--- src/rtl/scarv_soc_pkg.sv ---
// rtl/scarv_soc_pkg.sv - shared types and widths for the SoC memif arbiter
package scarv_soc_pkg;

    localparam int MEMIF_ADDR_W = 32;
    localparam int MEMIF_DATA_W = 32;
    localparam int MEMIF_STRB_W = 4;

    typedef enum logic {
        ARB_IDLE,
        ARB_LOCKED
    } arb_state_t;

    typedef logic master_id_t;

    localparam master_id_t MID_M0 = 1'b0;
    localparam master_id_t MID_M1 = 1'b1;

endpackage

--- src/rtl/scarv_soc_arb_fifo.sv ---
// rtl/scarv_soc_arb_fifo.sv - ownership FIFO recording which master owns each outstanding request
module scarv_soc_arb_fifo
    import scarv_soc_pkg::*;
#(
    parameter int DEPTH = 2
) (
    input  logic       clk,
    input  logic       reset,
    input  logic       push,
    input  master_id_t push_id,
    input  logic       pop,
    output logic       full,
    output logic       empty,
    output master_id_t head
);

    localparam int PTR_W = (DEPTH > 1) ? $clog2(DEPTH) : 1;
    localparam int CNT_W = $clog2(DEPTH + 1);
    localparam logic [PTR_W-1:0] PTR_LAST = PTR_W'(DEPTH - 1);
    localparam logic [CNT_W-1:0] CNT_FULL = CNT_W'(DEPTH);

    master_id_t       mem_q [DEPTH];
    master_id_t       mem_d [DEPTH];
    logic [PTR_W-1:0] wr_ptr_q, wr_ptr_d;
    logic [PTR_W-1:0] rd_ptr_q, rd_ptr_d;
    logic [CNT_W-1:0] count_q, count_d;
    logic             do_push, do_pop;

    always_comb begin
        full     = (count_q == CNT_FULL);
        empty    = (count_q == '0);
        do_push  = push && !full;
        do_pop   = pop && !empty;
        mem_d    = mem_q;
        wr_ptr_d = wr_ptr_q;
        rd_ptr_d = rd_ptr_q;
        if (do_push) begin
            mem_d[wr_ptr_q] = push_id;
            wr_ptr_d        = (wr_ptr_q == PTR_LAST) ? '0 : wr_ptr_q + 1'b1;
        end
        if (do_pop) begin
            rd_ptr_d = (rd_ptr_q == PTR_LAST) ? '0 : rd_ptr_q + 1'b1;
        end
        count_d = count_q + CNT_W'(do_push) - CNT_W'(do_pop);
    end

    assign head = mem_q[rd_ptr_q];

    always_ff @(posedge clk) begin
        if (reset) begin
            wr_ptr_q <= '0;
            rd_ptr_q <= '0;
            count_q  <= '0;
            for (int i = 0; i < DEPTH; i++) begin
                mem_q[i] <= MID_M0;
            end
        end else begin
            wr_ptr_q <= wr_ptr_d;
            rd_ptr_q <= rd_ptr_d;
            count_q  <= count_d;
            mem_q    <= mem_d;
        end
    end

endmodule

--- src/rtl/scarv_soc_memif_arb.sv ---
// rtl/scarv_soc_memif_arb.sv - two-master round-robin memif arbiter with in-order response routing
module scarv_soc_memif_arb
    import scarv_soc_pkg::*;
#(
    parameter int OUTSTANDING       = 2,
    parameter bit M0_PRIORITY_RESET = 1'b1
) (
    input  logic                    f_clk,
    input  logic                    g_reset,
    input  logic                    m0_req,
    output logic                    m0_gnt,
    input  logic                    m0_wen,
    input  logic [MEMIF_STRB_W-1:0] m0_strb,
    input  logic [MEMIF_ADDR_W-1:0] m0_addr,
    input  logic [MEMIF_DATA_W-1:0] m0_wdata,
    output logic                    m0_recv,
    input  logic                    m0_ack,
    output logic                    m0_error,
    output logic [MEMIF_DATA_W-1:0] m0_rdata,
    input  logic                    m1_req,
    output logic                    m1_gnt,
    input  logic                    m1_wen,
    input  logic [MEMIF_STRB_W-1:0] m1_strb,
    input  logic [MEMIF_ADDR_W-1:0] m1_addr,
    input  logic [MEMIF_DATA_W-1:0] m1_wdata,
    output logic                    m1_recv,
    input  logic                    m1_ack,
    output logic                    m1_error,
    output logic [MEMIF_DATA_W-1:0] m1_rdata,
    output logic                    s_req,
    input  logic                    s_gnt,
    output logic                    s_wen,
    output logic [MEMIF_STRB_W-1:0] s_strb,
    output logic [MEMIF_ADDR_W-1:0] s_addr,
    output logic [MEMIF_DATA_W-1:0] s_wdata,
    input  logic                    s_recv,
    output logic                    s_ack,
    input  logic                    s_error,
    input  logic [MEMIF_DATA_W-1:0] s_rdata
);

    localparam master_id_t PRIO_RESET = M0_PRIORITY_RESET ? MID_M0 : MID_M1;

    arb_state_t state_q, state_d;
    master_id_t sel_q, sel_d;
    master_id_t prio_q, prio_d;
    master_id_t sel, head;
    logic       grant, fifo_full, fifo_empty, head_recv, pop;

    always_comb begin
        sel   = sel_q;
        s_req = 1'b0;
        if (state_q == ARB_LOCKED) begin
            s_req = 1'b1;
        end else begin
            if (m0_req && m1_req) sel = prio_q;
            else if (m1_req)      sel = MID_M1;
            else                  sel = MID_M0;
            // Full is judged on the registered count, so a same-cycle pop never frees a slot.
            s_req = (m0_req || m1_req) && !fifo_full;
        end
        grant   = s_req && s_gnt;
        m0_gnt  = grant && (sel == MID_M0);
        m1_gnt  = grant && (sel == MID_M1);
        s_wen   = (sel == MID_M1) ? m1_wen   : m0_wen;
        s_strb  = (sel == MID_M1) ? m1_strb  : m0_strb;
        s_addr  = (sel == MID_M1) ? m1_addr  : m0_addr;
        s_wdata = (sel == MID_M1) ? m1_wdata : m0_wdata;

        state_d = state_q;
        sel_d   = sel_q;
        prio_d  = prio_q;
        if (state_q == ARB_IDLE && s_req && !s_gnt) begin
            state_d = ARB_LOCKED;
            sel_d   = sel;
        end else if (state_q == ARB_LOCKED && s_gnt) begin
            state_d = ARB_IDLE;
        end
        if (grant) prio_d = ~sel;
    end

    always_comb begin
        head_recv = s_recv && !fifo_empty;
        m0_recv   = head_recv && (head == MID_M0);
        m1_recv   = head_recv && (head == MID_M1);
        m0_error  = m0_recv && s_error;
        m1_error  = m1_recv && s_error;
        m0_rdata  = m0_recv ? s_rdata : '0;
        m1_rdata  = m1_recv ? s_rdata : '0;
        s_ack     = !fifo_empty && ((head == MID_M1) ? m1_ack : m0_ack);
        pop       = s_recv && s_ack;
    end

    always_ff @(posedge f_clk) begin
        if (g_reset) begin
            state_q <= ARB_IDLE;
            sel_q   <= MID_M0;
            prio_q  <= PRIO_RESET;
        end else begin
            state_q <= state_d;
            sel_q   <= sel_d;
            prio_q  <= prio_d;
        end
    end

    scarv_soc_arb_fifo #(
        .DEPTH (OUTSTANDING)
    ) u_owner_fifo (
        .clk     (f_clk),
        .reset   (g_reset),
        .push    (grant),
        .push_id (sel),
        .pop     (pop),
        .full    (fifo_full),
        .empty   (fifo_empty),
        .head    (head)
    );

    // A response with nothing outstanding has no owner and is dropped.
    assert property (@(posedge f_clk) disable iff (g_reset) !(s_recv && fifo_empty));

endmodule

--- config.mk ---
export PLATFORM = sky130hd
export DESIGN_NAME = scarv_soc_memif_arb
export DESIGN_NICKNAME = d
export VERILOG_FILES = /design/src/rtl/scarv_soc_pkg.sv /design/src/rtl/scarv_soc_arb_fifo.sv /design/src/rtl/scarv_soc_memif_arb.sv
export SDC_FILE = /design/constraint.sdc
export NUM_CORES = 1
export LEC_CHECK = 0
export BUFFER_PORTS_ARGS = -buffer_cell sky130_fd_sc_hd__buf_4
export CORE_AREA = 2 2 125 127
export CTS_CLUSTER_DIAMETER = 40
export CTS_CLUSTER_SIZE = 8
export DETAILED_ROUTE_END_ITERATION = 6
export DIE_AREA = 0 0 127 129
export GPL_ROUTABILITY_DRIVEN = 0
export MAX_ROUTING_LAYER = met4
export PLACE_DENSITY_LB_ADDON = 0.3
export SLEW_MARGIN = 5
export SYNTH_ARGS = -nofsm -noshare
export SYNTH_HDL_FRONTEND = slang
export SYNTH_SLANG_ARGS = --single-unit
export TNS_END_PERCENT = 30
--- constraint.sdc ---
create_clock -name f_clk -period 2.3 [get_ports f_clk]
set_clock_uncertainty 0.2 [all_clocks]
set_input_delay 0.115 -clock f_clk [delete_from_list [all_inputs] [get_ports f_clk]]
set_output_delay 0.115 -clock f_clk [all_outputs]
set_load 0.05 [all_outputs]
==> metrics.md <==
| Metric | Value |
|---|---|
| Outcome | `finished clean` |
| CTS sink count | `9` |
| Finished Layout Cells | `719` |
| Number of post-CTS setup repair buffers | `0` |
| WL per Instance | `around 15 um` |
| Synth warn | `0` |
| Max-cap violations | `0` |
| Global Route Usage Sum | `around 11%` |
| Vias | `2752` |
| Cell variety after synth | `31` |
| Total CTS buffers | `3` |
| Synth top area share | `37.7%` |
| Worst setup SP type | `flip-flop` |
| RR Endpoint | `u_owner_fifo.count_q[1]` |
| Max H-tree Level | `1` |
| Vias in the first global route | `2480` |
| Remaining Overflow, GRT | `0` |
| Largest cells by area after synthesis | `mux2_4, and2_1, dfxtp_1` |
| Setup tns final | `0 ns` |
| Peak VDD IR | `404 uV` |
| Core ar. | `0.0150 mm^2` |
| Gate Count Post-Synth | `208` |
| Pre-Repair DR Iteration Count | `4` |
| Placed cells | `between 700 and 800` |
| Most frequent cells in the layout | `buf_4, and2_1, mux2_4` |
| Post-Synthesis Cell Area | `0.00199 mm^2` |
| Most frequent CP cell | `buf_4` |
| Buffers on Ports | `319` |
| Clock Tree Buf Depth | `2` |
| Worst hold path type | `input port to flip-flop` |
| Worst-path fanout max | `12` |
| # IOs | `320` |
| Number of antenna violations at the first check in global routing | `0` |
| CP Capture Type | `output pin` |
| Final min period | `2.21 ns` |
| DP HPWL | `9100 um` |
| Power per cell area | `approximately 620 mW/mm^2` |
| CP endpoint | `s_wdata[26]` |
| CP peak stage delay | `0.51 ns` |
| Final count of hold timing violations | `0` |
| WL final | `about 11000 um` |
| Crit-path cells | `nor2b_4, a22o_4, buf_4, mux2_1, buf_4` |
| Die W | `between 100 and 150 um` |
| Nets | `about 710` |
| Period utilisation layout | `between 90% and 100%` |
| Slowest stage cell, crit path | `dfxtp_1` |
| Die ar. | `~0.016 mm^2` |
| RSZ-0062 raised after global routing | `no` |
| Register-to-register setup slack | `0.24 ns` |
| Syn Area/Cell | `9.56 um^2` |
| P_leak | `between 2 and 3 nW` |
| Layout cells sized above 1 | `about three quarters` |
| Final setup vio count | `0` |
| Main synth FF type | `dfxtp_1` |
| Worst R2R Start | `u_owner_fifo.rd_ptr_q` |
| Clock-pin slew on the worst setup and hold paths | `0.04 ns` |
| Register area share after synthesis | `under 10%` |
| Fmax | `around 450 MHz` |
| CTS tree | `done` |
| Global-route wire length before repair | `~14000 um` |
| Root Buffer | `clkbuf_16` |
| Worst-skew pair later-pin latency | `approximately 0.23 ns` |
| Num rows | `45` |
| # diodes | `0` |
| Slew HR | `73.0%` |
| Async set-reset flop share out of synthesis | `0%` |
| Slew @ Worst Pin | `approximately 0.41 ns` |
| Via density | `approximately 3.8` |
| Worst R2R Path Depth | `8` |
| Die Height | `~130 um` |
| Effective utilization at floorplan | `13.3%` |
| Drt first-iter violations | `98` |
| Remaining antenna violation count | `0` |
| #FFs+latches synth | `9` |
| Fin. max-slew vios | `0` |
| Worst path arrival time | `1.90 ns` |
| Largest net degree at the start of global routing | `35` |
| Cell taking the most area after synthesis | `mux2_4` |
| Crit path kind | `flip-flop to output pin` |
| Synthesis-to-finish area growth | `138%` |
| Critical Path Source | `state_q` |
| Most common cell after layout, fill and taps aside | `buf_4` |
| Final core utilization | `between 30% and 40%` |
| Synth Net Count | `just under 400` |
| Worst Path Required | `1.99 ns` |
| DRC viols | `0` |
| Post-synth EDFFs | `0` |
## state kept, by name, summed over array words and instances (netlist names)
signal / count
sel_q: 1
u_owner_fifo.wr_ptr_q: 1
state_q: 1
u_owner_fifo.mem_q: 2
u_owner_fifo.rd_ptr_q: 1
prio_q: 1
u_owner_fifo.count_q: 2
## cell usage after synthesis (3+ instances only)
| library cell | count |
|---|---|
| mux2_2 | 15 |
| xnor2_1 | 3 |
| clkbuf_1 | 3 |
| and2_1 | 66 |
| buf_2 | 3 |
| mux2i_1 | 4 |
| nand2_1 | 3 |
| buf_6 | 7 |
| nor2_1 | 10 |
| nor2b_1 | 3 |
| mux2_4 | 50 |
| mux2_1 | 5 |
| dfxtp_1 | 9 |
## cells by family (layout without fill, tap and decap cells)
logic type / Yosys count / in the layout / share of synthesized area [%]
buf+inv: 17 / 339 / 6.16
compound gates: 7 / 8 / 2.33
simple gates: 95 / 95 / 28.4
mux: 74 / 74 / 51.1
fa+ha+maj: 2 / 2 / 1.26
xor+xnor: 4 / 4 / 1.76
flops: 9 / 9 / 9.06
## through the flow
stage,setup slack (ns),total power [mW],area (um^2),hold slack (ns)
floorplan,0.183,1.84,1990,-0.00885
finish,0.0877,2.92,4740,0.180
detailed placement,0.183,2.60,4600,0.150
global route,0.0122,3.04,4740,0.275
global placement,0.239,2.59,4600,0.141
CTS,0.0102,2.93,4720,0.180
## worst min-delay path by stage
stage / start / end / slack [ns] / cells past startpoint
finish: m0_req / u_owner_fifo.mem_q[0] / 0.18 / 5
global route: m0_req / u_owner_fifo.mem_q[0] / 0.27 / 5
CTS: m0_req / u_owner_fifo.mem_q[0] / 0.18 / 5
detailed placement: s_gnt / state_q / 0.15 / 2
global placement: s_gnt / state_q / 0.14 / 2
floorplan: s_gnt / state_q / -0.009 / 1
## critical path, delay by kind of cell (launching register included)
kind,cells,cell delay (ns)
AO/OA/AOI/OAI,1,0.32
buffers and inverters,2,0.39
flip-flops,1,0.51
multiplexers,1,0.35
AND/OR/NAND/NOR,1,0.09
## layout make-up
class,count,area (um^2)
inverter,2,7.51
fill,1606,10200
sequential,9,180
clock buffer,4,78.8
timing repair buffer,333,2520
multi-input combinational,183,1720
tap,188,235
## layer usage
metal | global-route usage, % | share of wire (%) | up-vias
li1 | - | - | 1360
met1 | 13.0 | 38 | 1268
met2 | 20.2 | 54 | 118
met3 | 1.75 | 7.4 | 6
met4 | 1.42 | 0.60 | 0
met5 | - | 0 | -
## power by group
part / leakage [nW] / total (mW) / switching [mW] / internal, mW
logic: 2.46 / 2.38 / 1.46 / 0.924
clock network: 0.0382 / 0.308 / 0.0759 / 0.232
registers: 0.0739 / 0.229 / 0.0390 / 0.190
## timing repair
action / 4_1_cts / 5_1_grt
gates cloned: 0 / 1
endpoints found under the setup margin: 1 / 14
hold endpoints to repair: 8 / 0
hold buffers: 4 / 0
resized for setup: 0 / 3
pin swaps: 1 / 1
(Power assumes the default switching activity.)
